`config.mk`:
```
export PLATFORM = sky130hd
export DESIGN_NAME = score_bcd_sched_flat
export DESIGN_NICKNAME = d
export VERILOG_FILES = /design/src/rtl/score_bcd_sched_pkg.sv /design/src/rtl/score_bcd_sched_if.sv /design/src/rtl/score_bcd_sched_conv.sv /design/src/rtl/score_bcd_sched.sv /design/src/flat_wrapper.sv
export SDC_FILE = /design/constraint.sdc
export NUM_CORES = 1
export LEC_CHECK = 0
export CAP_MARGIN = 20
export CORE_UTILIZATION = 35
export DETAILED_ROUTE_END_ITERATION = 12
export PLACE_DENSITY_LB_ADDON = 0.2
export SLEW_MARGIN = 20
export SYNTH_ARGS = -nofsm -noshare
export SYNTH_HDL_FRONTEND = slang
export SYNTH_SLANG_ARGS = --single-unit
```
`constraint.sdc`:
```
create_clock -name clk -period 2.2 [get_ports clk]
set_clock_uncertainty 0.2 [all_clocks]
set_input_delay 0.55 -clock clk [delete_from_list [all_inputs] [get_ports clk]]
set_output_delay 0.55 -clock clk [all_outputs]
set_load 0.005 [all_outputs]
```
`src/rtl/score_bcd_sched_pkg.sv`:
```
// Shared types and constants for the score BCD conversion scheduler.
package score_pkg;

    localparam int NDIG    = 4;
    localparam int BCD_MAX = 9999;

    typedef enum logic [1:0] {
        IDLE  = 2'd0,
        SHIFT = 2'd1,
        DONE  = 2'd2
    } sched_state_t;

    // Index 0 is the units digit, NDIG-1 the thousands digit.
    typedef logic [NDIG-1:0][3:0] bcd_digits_t;

    function automatic bcd_digits_t bcd_of(input int unsigned value);
        bcd_digits_t  r;
        int unsigned  v;
        v = value;
        for (int d = 0; d < NDIG; d++) begin
            r[d] = 4'(v % 10);
            v    = v / 10;
        end
        return r;
    endfunction

endpackage

```
`src/rtl/score_bcd_sched_if.sv`:
```
// Request/result bundle between the score display logic and the BCD scheduler.
interface score_bcd_sched_if #(
    parameter int N_REQ = 3,
    parameter int BIN_W = 14,
    parameter int NDIG  = score_pkg::NDIG
);
    logic [N_REQ-1:0]         req;
    logic [N_REQ*BIN_W-1:0]   bin_in;
    logic [N_REQ-1:0]         ack;
    logic                     busy;
    logic [$clog2(N_REQ)-1:0] sel;
    logic [NDIG*4-1:0]        bcd_out;
    logic [N_REQ-1:0]         ovf;

    modport master (output req, bin_in, sel, input ack, busy, bcd_out, ovf);
    modport slave  (input req, bin_in, sel, output ack, busy, bcd_out, ovf);
endinterface

```
`src/rtl/score_bcd_sched_conv.sv`:
```
// Serial shift-and-add-3 binary to BCD converter, one iteration per clock.
module bcd_serial_conv
    import score_pkg::*;
#(
    parameter int BIN_W = 14
) (
    input  logic             clk,
    input  logic             reset,
    input  logic             start,
    input  logic [BIN_W-1:0] bin,
    output logic             done,
    output bcd_digits_t      digits,
    output logic             carry10k
);
    localparam int SR_W = NDIG * 4 + BIN_W;
    localparam int IW   = $clog2(BIN_W);

    logic [SR_W-1:0] sr;
    logic [SR_W-1:0] sr_adj;
    logic [IW-1:0]   iter;
    logic            running;

    // Nibbles are corrected independently; no carry crosses a digit boundary.
    always_comb begin
        sr_adj = sr;
        for (int d = 0; d < NDIG; d++) begin
            if (sr[BIN_W + 4*d +: 4] >= 4'd5) begin
                sr_adj[BIN_W + 4*d +: 4] = sr[BIN_W + 4*d +: 4] + 4'd3;
            end
        end
    end

    always_ff @(posedge clk) begin
        if (reset) begin
            sr       <= '0;
            iter     <= '0;
            running  <= 1'b0;
            carry10k <= 1'b0;
        end else if (start) begin
            sr       <= {{(NDIG*4){1'b0}}, bin};
            iter     <= '0;
            running  <= 1'b1;
            carry10k <= 1'b0;
        end else if (running) begin
            sr       <= {sr_adj[SR_W-2:0], 1'b0};
            carry10k <= carry10k | sr_adj[SR_W-1];
            iter     <= iter + 1'b1;
            if (iter == IW'(BIN_W - 1)) begin
                running <= 1'b0;
            end
        end
    end

    assign done   = running && (iter == IW'(BIN_W - 1));
    assign digits = sr[SR_W-1 -: NDIG*4];

endmodule

```
`src/rtl/score_bcd_sched.sv`:
```
// Round-robin scheduler sharing one serial BCD converter among display requesters.
// Define BCD_SAT_EN to store 9999 for values above 9999 instead of the value mod 10000.
module score_bcd_sched
    import score_pkg::*;
#(
    parameter int N_REQ = 3,
    parameter int BIN_W = 14
) (
    input  logic              clk,
    input  logic              reset,
    score_bcd_sched_if.slave  bus
);
    localparam int GW = $clog2(N_REQ);

    sched_state_t state, next_state;

    logic [GW-1:0]    grant;
    logic [GW-1:0]    cand;
    logic [GW-1:0]    rr_ptr;
    logic             found;
    logic             start;
    logic [N_REQ-1:0] ack;
    logic [N_REQ-1:0] ovf_q;
    bcd_digits_t      result [N_REQ];
    bcd_digits_t      store;

    logic             conv_done;
    logic             conv_carry;
    bcd_digits_t      conv_digits;

    // First requesting index at or after rr_ptr in circular order.
    always_comb begin
        cand  = rr_ptr;
        found = 1'b0;
        for (int i = 0; i < N_REQ; i++) begin
            if (!found && bus.req[(int'(rr_ptr) + i) % N_REQ]) begin
                found = 1'b1;
                cand  = GW'((int'(rr_ptr) + i) % N_REQ);
            end
        end
    end

    always_ff @(posedge clk) begin
        if (reset) begin
            state <= IDLE;
        end else begin
            state <= next_state;
        end
    end

    always_comb begin
        next_state = state;
        start      = 1'b0;
        ack        = '0;
        case (state)
            IDLE: begin
                if (found) begin
                    start      = 1'b1;
                    next_state = SHIFT;
                end
            end
            SHIFT: begin
                if (conv_done) begin
                    next_state = DONE;
                end
            end
            DONE: begin
                ack[grant] = 1'b1;
                next_state = IDLE;
            end
            default: next_state = IDLE;
        endcase
    end

    bcd_serial_conv #(.BIN_W(BIN_W)) u_conv (
        .clk      (clk),
        .reset    (reset),
        .start    (start),
        .bin      (bus.bin_in[int'(cand)*BIN_W +: BIN_W]),
        .done     (conv_done),
        .digits   (conv_digits),
        .carry10k (conv_carry)
    );

`ifdef BCD_SAT_EN
    assign store = conv_carry ? bcd_of(BCD_MAX) : conv_digits;
`else
    assign store = conv_digits;
`endif

    // A ten-thousands carry is exactly the condition value > 9999.
    always_ff @(posedge clk) begin
        if (reset) begin
            grant  <= '0;
            rr_ptr <= '0;
            ovf_q  <= '0;
            for (int i = 0; i < N_REQ; i++) begin
                result[i] <= '0;
            end
        end else begin
            if (start) begin
                grant <= cand;
            end
            if (state == DONE) begin
                result[grant] <= store;
                ovf_q[grant]  <= conv_carry;
                rr_ptr        <= (int'(grant) == N_REQ - 1) ? '0 : grant + 1'b1;
            end
        end
    end

    always_comb begin
        bus.bcd_out = '0;
        if (int'(bus.sel) < N_REQ) begin
            bus.bcd_out = result[bus.sel];
        end
    end

    assign bus.ack  = ack;
    assign bus.busy = (state != IDLE);
    assign bus.ovf  = ovf_q;

endmodule

```
`src/flat_wrapper.sv`:
```
// flat-port wrapper written by rule: the top's interface ports become plain ports
module score_bcd_sched_flat import score_pkg::*;
#(
    parameter int N_REQ = 3,
    parameter int BIN_W = 14
)
  (clk, reset, bus_req, bus_bin_in, bus_sel, bus_ack, bus_busy, bus_bcd_out, bus_ovf);
  score_bcd_sched_if #(.N_REQ(N_REQ), .BIN_W(BIN_W), .NDIG(4)) bus_i ();
  input  logic clk;
  input  logic reset;
  input wire logic [$bits(bus_i.req)-1:0] bus_req;
  input wire logic [$bits(bus_i.bin_in)-1:0] bus_bin_in;
  input wire logic [$bits(bus_i.sel)-1:0] bus_sel;
  output wire logic [$bits(bus_i.ack)-1:0] bus_ack;
  output wire logic [$bits(bus_i.busy)-1:0] bus_busy;
  output wire logic [$bits(bus_i.bcd_out)-1:0] bus_bcd_out;
  output wire logic [$bits(bus_i.ovf)-1:0] bus_ovf;
  assign bus_i.req = bus_req;
  assign bus_i.bin_in = bus_bin_in;
  assign bus_i.sel = bus_sel;
  assign bus_ack = bus_i.ack;
  assign bus_busy = bus_i.busy;
  assign bus_bcd_out = bus_i.bcd_out;
  assign bus_ovf = bus_i.ovf;
  score_bcd_sched #(.N_REQ(N_REQ), .BIN_W(BIN_W)) u_core (.clk(clk), .reset(reset), .bus(bus_i));
endmodule
```
==> results of run 1 <==
cell usage in the layout (no fill, tap or decap), drive strengths merged, types with 22 or more instances in the layout:
| cell type | instances |
|---|---|
| nor2 | 33 |
| mux2i | 40 |
| nand2 | 44 |
| o21ai | 34 |
| and2 | 24 |
| clkdlybuf4s50 | 46 |
| edfxtp | 48 |
| inv | 33 |
| buf | 64 |
| dfxtp | 45 |
| nor3 | 22 |
kinds of logic (layout without fill, tap and decap cells):
group / count (synthesis) / after routing
and+or+nand+nor: 162 / 162
DFF: 93 / 93
AOI/OAI and AO/OA: 83 / 83
buffers and inverters: 57 / 173
muxes: 53 / 53
adders and majority gates: 14 / 14
xor gates and xnor gates: 11 / 11
flip-flops by register name (all words and copies together), names as in the netlist:
name	cells
u_core.u_conv.iter	4
u_core.u_conv.running	1
u_core.u_conv.sr	30
u_core.bus.ovf	3
u_core.result	48
u_core.u_conv.carry10k	1
u_core.state	2
u_core.rr_ptr	2
u_core.grant	2
path summary, 6_finish.rpt:
path	start	endpoint	slack, ps	cells after the start
min	u_core.bus.ovf[1]	u_core.bus.ovf[1]	270	2
min reg2reg	u_core.bus.ovf[1]	u_core.bus.ovf[1]	270	2
max	u_core.rr_ptr[0]	u_core.u_conv.sr[9]	-220	10
max reg2reg	u_core.rr_ptr[0]	u_core.u_conv.sr[9]	-220	10
worst min-delay path, delay by kind of cell, from the launching register on:
| family | cells | cell delay [ps] |
|---|---|---|
| flip-flops | 1 | 310 |
| AO/OA/AOI/OAI | 1 | 70 |
| buffers and inverters | 1 | 40 |
report_power, final:
part	switching (mW)	internal [mW]	leakage, nW
sequential	0.0286	1.88	0.865
combinational	0.230	0.278	1.52
clock	0.660	0.891	0.140
routing by layer:
layer / track usage / vias to the layer above / routed length [um]
met1: 0.2026 / 1721 / 4866
met4: 0.05380 / 0 / 142
li1: - / 1898 / -
met5: 0 / - / 0
met2: 0.2844 / 96 / 5312
met3: 0.02969 / 11 / 432
per-stage QoR:
step | hold slack (ps) | power [mW] | setup WS [ps] | TNS (ps)
2_1_floorplan | 246.4 | 2.194 | -135.6 | -1372
3_3_place_gp | 253.8 | 2.421 | -726.4 | -32590
4_1_cts | 274.1 | 4.003 | -200.7 | -5669
5_1_grt | 295.1 | 4.130 | -341.9 | -10030
6_report | 267.7 | 3.967 | -218.1 | -5565
3_5_place_dp | 263.5 | 2.427 | -782.4 | -36090
final cells by class:
cell class,instances,share of cell area
Sequential cell,93,0.3656
Multi-Input combinational cell,323,0.3549
Timing Repair Buffer,126,0.1807
Clock buffer,10,0.03553
Tap cell,176,0.03417
Inverter,31,0.01805
Clock inverter,6,0.01107
timing repair:
item	CTS	global route
gates resized for setup	95	12
pin swaps	5	1
buffers inserted	8	0
endpoints found under the setup margin	57	46
cloned	3	0
==> results.cfg, run 1 <==
[setup_path]
cp_top_family = compound AO/OA/AOI/OAI gates
crit_chain = inv_2, ha_4, mux2i_1, buf_4, o21a_4, a311oi_4, o32ai_4, clkbuf_16, mux2i_2, o221ai_1
required_ps = 2210
crit_buf_inv = 3
end_kind = register
cp.arrival_ps = 2420
slowest_stage = dfxtp_4
crit_type = reg -> reg
crit_fanout = 7
start_kind = register
slowest_delay_ps = 370

[timing]
finalSetupViolations = 37
fin_crit_ps = 2418
grt_setup_unrepaired = true
setup_slack_ps = -218.1
hold_viol_final = 0
max-slew-margin-rel = 0.6913
tightest_slew_ps = 463.1
fmax_ghz = 0.4135
drv_slew = 0
fin_crit_sh = 1.099

[grt]
grt_pass1_vias = 3809
grt_pass1_wl_mm = 18.28
globalRouteTotalUtil = 0.1631
grt_max_degree = 37
grt_overflow = 0
antenna_found_initial = 0

[placed_design]
dp_hpwl_mm = 7.545
dp_cells = 739
gp_congestion = 0.7665
port_buffers = 71
placed_area_sq_um = 5959

[layout]
design_area_sq_um = 6445
drive_gt1_frac = 0.2224
fillers = 1234
fin_nets = 647
antenna_cells = 0
syn2layout_area_growth_pct = 34.95
seq_area_sq_um = 2356
fin_util = 0.4848
multi_input_area_sq_um = 2287
fin_cells = 765

[detailed_routing]
post_drt_wl_per_cell_um = 14.06
drtIter0Drc = 224
viasPerCell = 4.871
drc_errors = 0
drtAntennaViolNets = 0
drtPass1Iterations = 4
drt_wl_total_mm = 10.75
vias = 3726

[power]
p_per_area_nw_per_um2 = 615.6
p_leak_nw = 2.520
peakVddDrop_mv = 0.4753

[cts]
htree_levels = 3
cts_tree = done
insertion_delay_ps = 340
cts_buffers = 9
clock-root-buffer = clkbuf_16
cts.path.max_buffers = 2
clock_sinks = 93
hold_buffers = 0
clk_pin_slew_ps = 70

[synth]
synth_seq_cells = 93
ys_async_sr_fraction = 0
yosysWarnings = 0
syn_avg_cell_area_sq_um = 10.10
synth_compound_area_frac = 0.1182
yosys-top-cells-count = 48 x edfxtp_1, 45 x dfxtp_1, 44 x nand2_1
syn-instance-count = 473
synth.most_common_cell = edfxtp_1
muxShareOfSynthArea = 0.1145
seq_area_frac_synth = 0.4904
synth_flop_cell = edfxtp_1
synth_xor_area_frac = 0.02017
synth_edf_count = 48
synth_top_area_share = 0.3018
synth_cell_types = 44
synth_simple_gate_area_frac = 0.1685
synth_area_leaders = edfxtp_1 30%, dfxtp_1 19%, mux2i_1 8.4%
syn_nets = 536
yosys.area.top_type = edfxtp_1
synthAdderAreaFrac = 0.03668
synth_top_family_by_area = simple AND/OR/NAND/NOR gates
syn_area_sq_um = 4776

[outcome]
status = finished with violations
violations = setup timing

[floorplanning]
start_util = 0.3592
die_area_sq_um = 14120
dieHeight_um = 118.8
coreArea_sq_um = 13300
ios = 72
num_rows = 42
die_w_um = 118.8

[flow_run]
cap_viol_max_count = 0

[worst_hold_path]
hp-class = reg -> reg
(Power assumes the default switching activity.)
==> run 2, diff against run 1 <==
- CORE_ASPECT_RATIO: not set -> 0.9
- GPL_ROUTABILITY_DRIVEN: not set -> 0
==> run 2 against run 1 <==
Die area about the same. Highest routed layer unchanged. Critical path depth decreased by 1. Critical path type unchanged. The run still ends with setup timing left. Combinational power increased by 9.8%. Non-clock buffer count increased by 1. Critical endpoint is now u_core.u_conv.sr[11].
==> results.cfg, run 2 (synthesis gave the netlist of run 1 again) <==
[cts]
clk_pin_slew_ps = 60
cts_buffers = 9
hold_buffers = 0
cts_tree = done
cts.path.max_buffers = 2
clock_sinks = 93
htree_levels = 3
insertion_delay_ps = 340
clock-root-buffer = clkbuf_16

[floorplanning]
num_rows = 40
dieHeight_um = 112.8
coreArea_sq_um = 13310
die_w_um = 125.1
ios = 72
die_area_sq_um = 14120
start_util = 0.3587

[setup_path]
slowest_stage = dfxtp_4
required_ps = 2200
crit_chain = inv_4, ha_4, mux2i_4, or2_4, a311oi_4, o32ai_4, buf_12, mux2i_2, o221ai_1
start_kind = register
cp.arrival_ps = 2500
crit_type = reg -> reg
end_kind = register
crit_fanout = 7
slowest_delay_ps = 400
startpoint = u_core.rr_ptr[1]
reg2reg_from = u_core.rr_ptr[1]

[flow_run]
cap_viol_max_count = 0

[power]
peakVddDrop_mv = 0.3891
p_leak_nw = 2.573
total_power_mw = 4.035
p_per_area_nw_per_um2 = 608.7

[layout]
largest_register_ffs = 48
syn2layout_area_growth_pct = 38.77
drive_gt1_frac = 0.2593
final_cell_mix = 48 x edfxtp_1, 47 x clkdlybuf4s50_1, 43 x nand2_1, 43 x buf_4, 40 x dfxtp_1
antenna_cells = 0
design_area_sq_um = 6628
regMostFlops = u_core.result
mostFrequentLayoutCell = edfxtp_1
reg_top3 = u_core.result x48, u_core.u_conv.sr x30, u_core.u_conv.iter x4
fin_util = 0.4978
fillers = 1246
fin_nets = 648

[detailed_routing]
vias = 3784
drtIter0Drc = 251
viasPerCell = 4.992
drtPass1Iterations = 6
drc_errors = 0
drtAntennaViolNets = 0
drt_wl_total_mm = 11.67
post_drt_wl_per_cell_um = 15.40

[placed_design]
port_buffers = 71
place_ws_ps = -842.6
placed_area_sq_um = 5974
dp_hpwl_mm = 7.768

[timing]
grt_setup_unrepaired = true
fin_crit_sh = 1.135
fmax_ghz = 0.4004
hold_viol_final = 0
fin_setup_tns_ps = -3294
fin_crit_ps = 2497
finalSetupViolations = 24
tightest_slew_ps = 479.6
drv_slew = 0
max-slew-margin-rel = 0.6803
setup_slack_ps = -297.5

[worst_hold_path]
hp-class = reg -> reg
hold_start = u_core.bus.ovf[1]

[grt]
grt_max_degree = 27
grt_pass1_vias = 3721
grt_overflow = 0
grt_pass1_wl_mm = 18.69
globalRouteTotalUtil = 0.1701
antenna_found_initial = 0

[outcome]
status = finished with violations
violations = setup timing
[run 2: path summary, 6_finish.rpt]
| check | slack, ps | depth (start not counted) | to |
|---|---|---|---|
| worst min register to register | 270 | 2 | u_core.bus.ovf[1] |
| worst max-delay path | -300 | 9 | u_core.u_conv.sr[11] |
| worst max register to register | -300 | 9 | u_core.u_conv.sr[11] |
| worst min-delay path | 270 | 2 | u_core.bus.ovf[1] |
[run 2: power breakdown]
part	switching, mW	internal (mW)	leakage [nW]
logic	0.259	0.300	1.56
registers	0.0316	1.88	0.865
clock network	0.649	0.916	0.146
[run 2: what timing repair did]
item,4_1_cts,5_1_grt
setup buffers,6,3
pin swaps,8,9
cloned,3,1
resized for setup,93,43
endpoints found under the hold margin,0,0
setup endpoints to repair,57,55
[run 2: critical path, delay by kind of cell, from the launching register on]
kind                     cells  cell delay [ps]
AO/OA/AOI/OAI                3              720
adder cells (fa/ha/maj)      1              180
buffers and inverters        2              230
flip-flops                   1              400
multiplexers                 2              380
AND/OR/NAND/NOR              1              250
[run 2: layer usage]
metal / vias to the layer above / global-route usage / share of wire
met5: - / 0 / 0
met4: 0 / 0.04390 / 0.012
met3: 12 / 0.04019 / 0.037
met2: 69 / 0.2950 / 0.50
met1: 1802 / 0.2135 / 0.45
li1: 1901 / - / -
[run 2: final cells by class]
type,count,area (sq um),share of cell area
clock inverters,5,60.06,0.009062
well taps,168,210.2,0.03172
inverters,31,121.4,0.01831
repair buffers,127,1185,0.1788
multi-input cells,323,2452,0.3700
clock buffers,11,242.7,0.03662
flip-flops and latches,93,2356,0.3555
[run 2: per-stage QoR]
| step | instances | hold slack (ps) |
|---|---|---|
| finish | 758 | 271.5 |
| global route | 758 | 295.9 |
| CTS | 756 | 278.2 |
| detailed placement | 731 | 269.3 |
| global placement | 731 | 262.8 |
| floorplan | 473 | 246.4 |
==> run 3, diff against run 2 <==
- CAP_MARGIN: 20 -> 15
- RECOVER_POWER: not set -> 25
==> run 3 against run 2 <==
The run still ends with setup timing left. Worst hold slack improved by 2.8 ps. Non-clock buffer count is the same. Die area unchanged. Critical path depth stayed put. Cell count is the same. Combinational power is 0.7% lower. First-iteration DRC count shrank 9.6%. Largest cell class unchanged. Largest power group unchanged.
==> results.cfg, run 3 (synthesis gave the netlist of run 1 again) <==
[setup_path]
end_kind = register
cp_num_cells = 9
r2r_setup_slack_ps = -300
slowest_delay_ps = 400
crit_type = reg -> reg
start_kind = register
crit_chain = inv_4, ha_4, mux2i_4, or2_4, a311oi_4, o32ai_4, buf_12, mux2i_2, o221ai_1
reg2regPathDepth = 9
required_ps = 2200
crit_buf_inv = 2
cp_top_family = compound AO/OA/AOI/OAI gates
cp.arrival_ps = 2500
crit_fanout = 7
slowest_stage = dfxtp_4

[floorplanning]
num_rows = 40
dieHeight_um = 112.8
ios = 72
die_area_sq_um = 14120
start_util = 0.3587
die_w_um = 125.1
coreArea_sq_um = 13310

[detailed_routing]
drc_errors = 0
post_drt_wl_per_cell_um = 15.46
drtIter0Drc = 227
top_layer = met4
drtPass1Iterations = 6
vias = 3799
drtAntennaViolNets = 0
dr_wl_met3_um = 477
wl_met1_mm = 5.237
drt_wl_total_mm = 11.72
wl_met2_mm = 5.851
viasPerCell = 5.012

[timing]
max-slew-margin-rel = 0.6711
setup_slack_ps = -297.5
drv_slew = 0
fmax_ghz = 0.4004
hold_viol_final = 0
fin_setup_tns_ps = -3296
fin_crit_ps = 2498
tightest_slew_ps = 493.4
finalSetupViolations = 24
fin_crit_sh = 1.135
grt_setup_unrepaired = true

[flow_run]
cap_viol_max_count = 0

[grt]
globalRouteTotalUtil = 0.1701
antenna_found_initial = 0
grt_pass1_wl_mm = 18.69
grt_overflow = 0
grt_max_degree = 27
grt_pass1_vias = 3721

[layout]
drive_gt1_frac = 0.2559
mostFrequentLayoutCell = edfxtp_1
syn2layout_area_growth_pct = 38.09
fin_nets = 648
fin_util = 0.4954
fillers = 1250
regMostFlops = u_core.result
design_area_sq_um = 6595
final_cell_mix = 48 x edfxtp_1, 46 x clkdlybuf4s50_1, 43 x nand2_1
seq_area_sq_um = 2356
antenna_cells = 0
multi_input_area_sq_um = 2452
reg_top3 = u_core.result x48, u_core.u_conv.sr x30, u_core.u_conv.iter x4
largest_register_ffs = 48

[cts]
clock-root-buffer = clkbuf_16
cts.path.max_buffers = 2
cts_buffers = 9
clock_sinks = 93
insertion_delay_ps = 340
clk_pin_slew_ps = 60
htree_levels = 3
cts_tree = done

[placed_design]
port_buffers = 71
placed_area_sq_um = 5974
dp_hpwl_mm = 7.768

[worst_hold_path]
hp-class = reg -> reg
hold_path_depth = 2

[outcome]
violations = setup timing
status = finished with violations

[power]
peakVddDrop_mv = 0.3883
p_per_area_nw_per_um2 = 610.9
p_leak_nw = 2.559
[run 3: metrics by stage]
stage | instances | worst slack, ps | hold WS [ps] | total power [mW]
after floorplan | 473 | -135.6 | 246.4 | 2.194
after global placement | 731 | -723.7 | 262.8 | 2.433
after detailed placement | 731 | -842.6 | 269.3 | 2.443
after CTS | 756 | -242.7 | 278.2 | 4.043
after global routing | 758 | -345.2 | 296.0 | 4.200
final | 758 | -297.5 | 274.3 | 4.029
[run 3: per-layer routing]
layer  up-vias  track usage
met5         -            0
met2        75       0.2950
met4         0      0.04390
met3        14      0.04019
met1      1809       0.2135
li1       1901            -
[run 3: path summary, 6_finish.rpt]
| path | from | end |
|---|---|---|
| max reg2reg | u_core.rr_ptr[1] | u_core.u_conv.sr[11] |
| min | u_core.bus.ovf[1] | u_core.bus.ovf[1] |
| min reg2reg | u_core.bus.ovf[1] | u_core.bus.ovf[1] |
| max | u_core.rr_ptr[1] | u_core.u_conv.sr[11] |
[run 3: report_power, final]
part           switching [mW]  internal (mW)  total, mW
combinational           0.259          0.296      0.555
sequential             0.0316           1.88       1.91
clock                   0.647          0.916       1.56
[run 3: area by class of cell]
class,count,share of cell area
inverter,31,0.01840
clock buffer,11,0.03681
timing repair buffer,127,0.1747
tap,168,0.03187
clock inverter,5,0.009106
multi-input combinational,323,0.3718
sequential,93,0.3572
[run 3: what timing repair did]
item                       4_1_cts  5_1_grt
resized for setup               93       43
pin swaps                        8        9
setup endpoints to repair       57       55
gates cloned                     3        1
hold buffers                     0        0
buffers inserted                 6        3
[run 3: worst register-to-register path, cell delays in order, from the launching register on]
cell and delay, ps:
dfxtp_4 400, inv_4 50, ha_4 180, mux2i_4 190, or2_4 250, a311oi_4 380, o32ai_4 190, buf_12 180
mux2i_2 200, o221ai_1 160
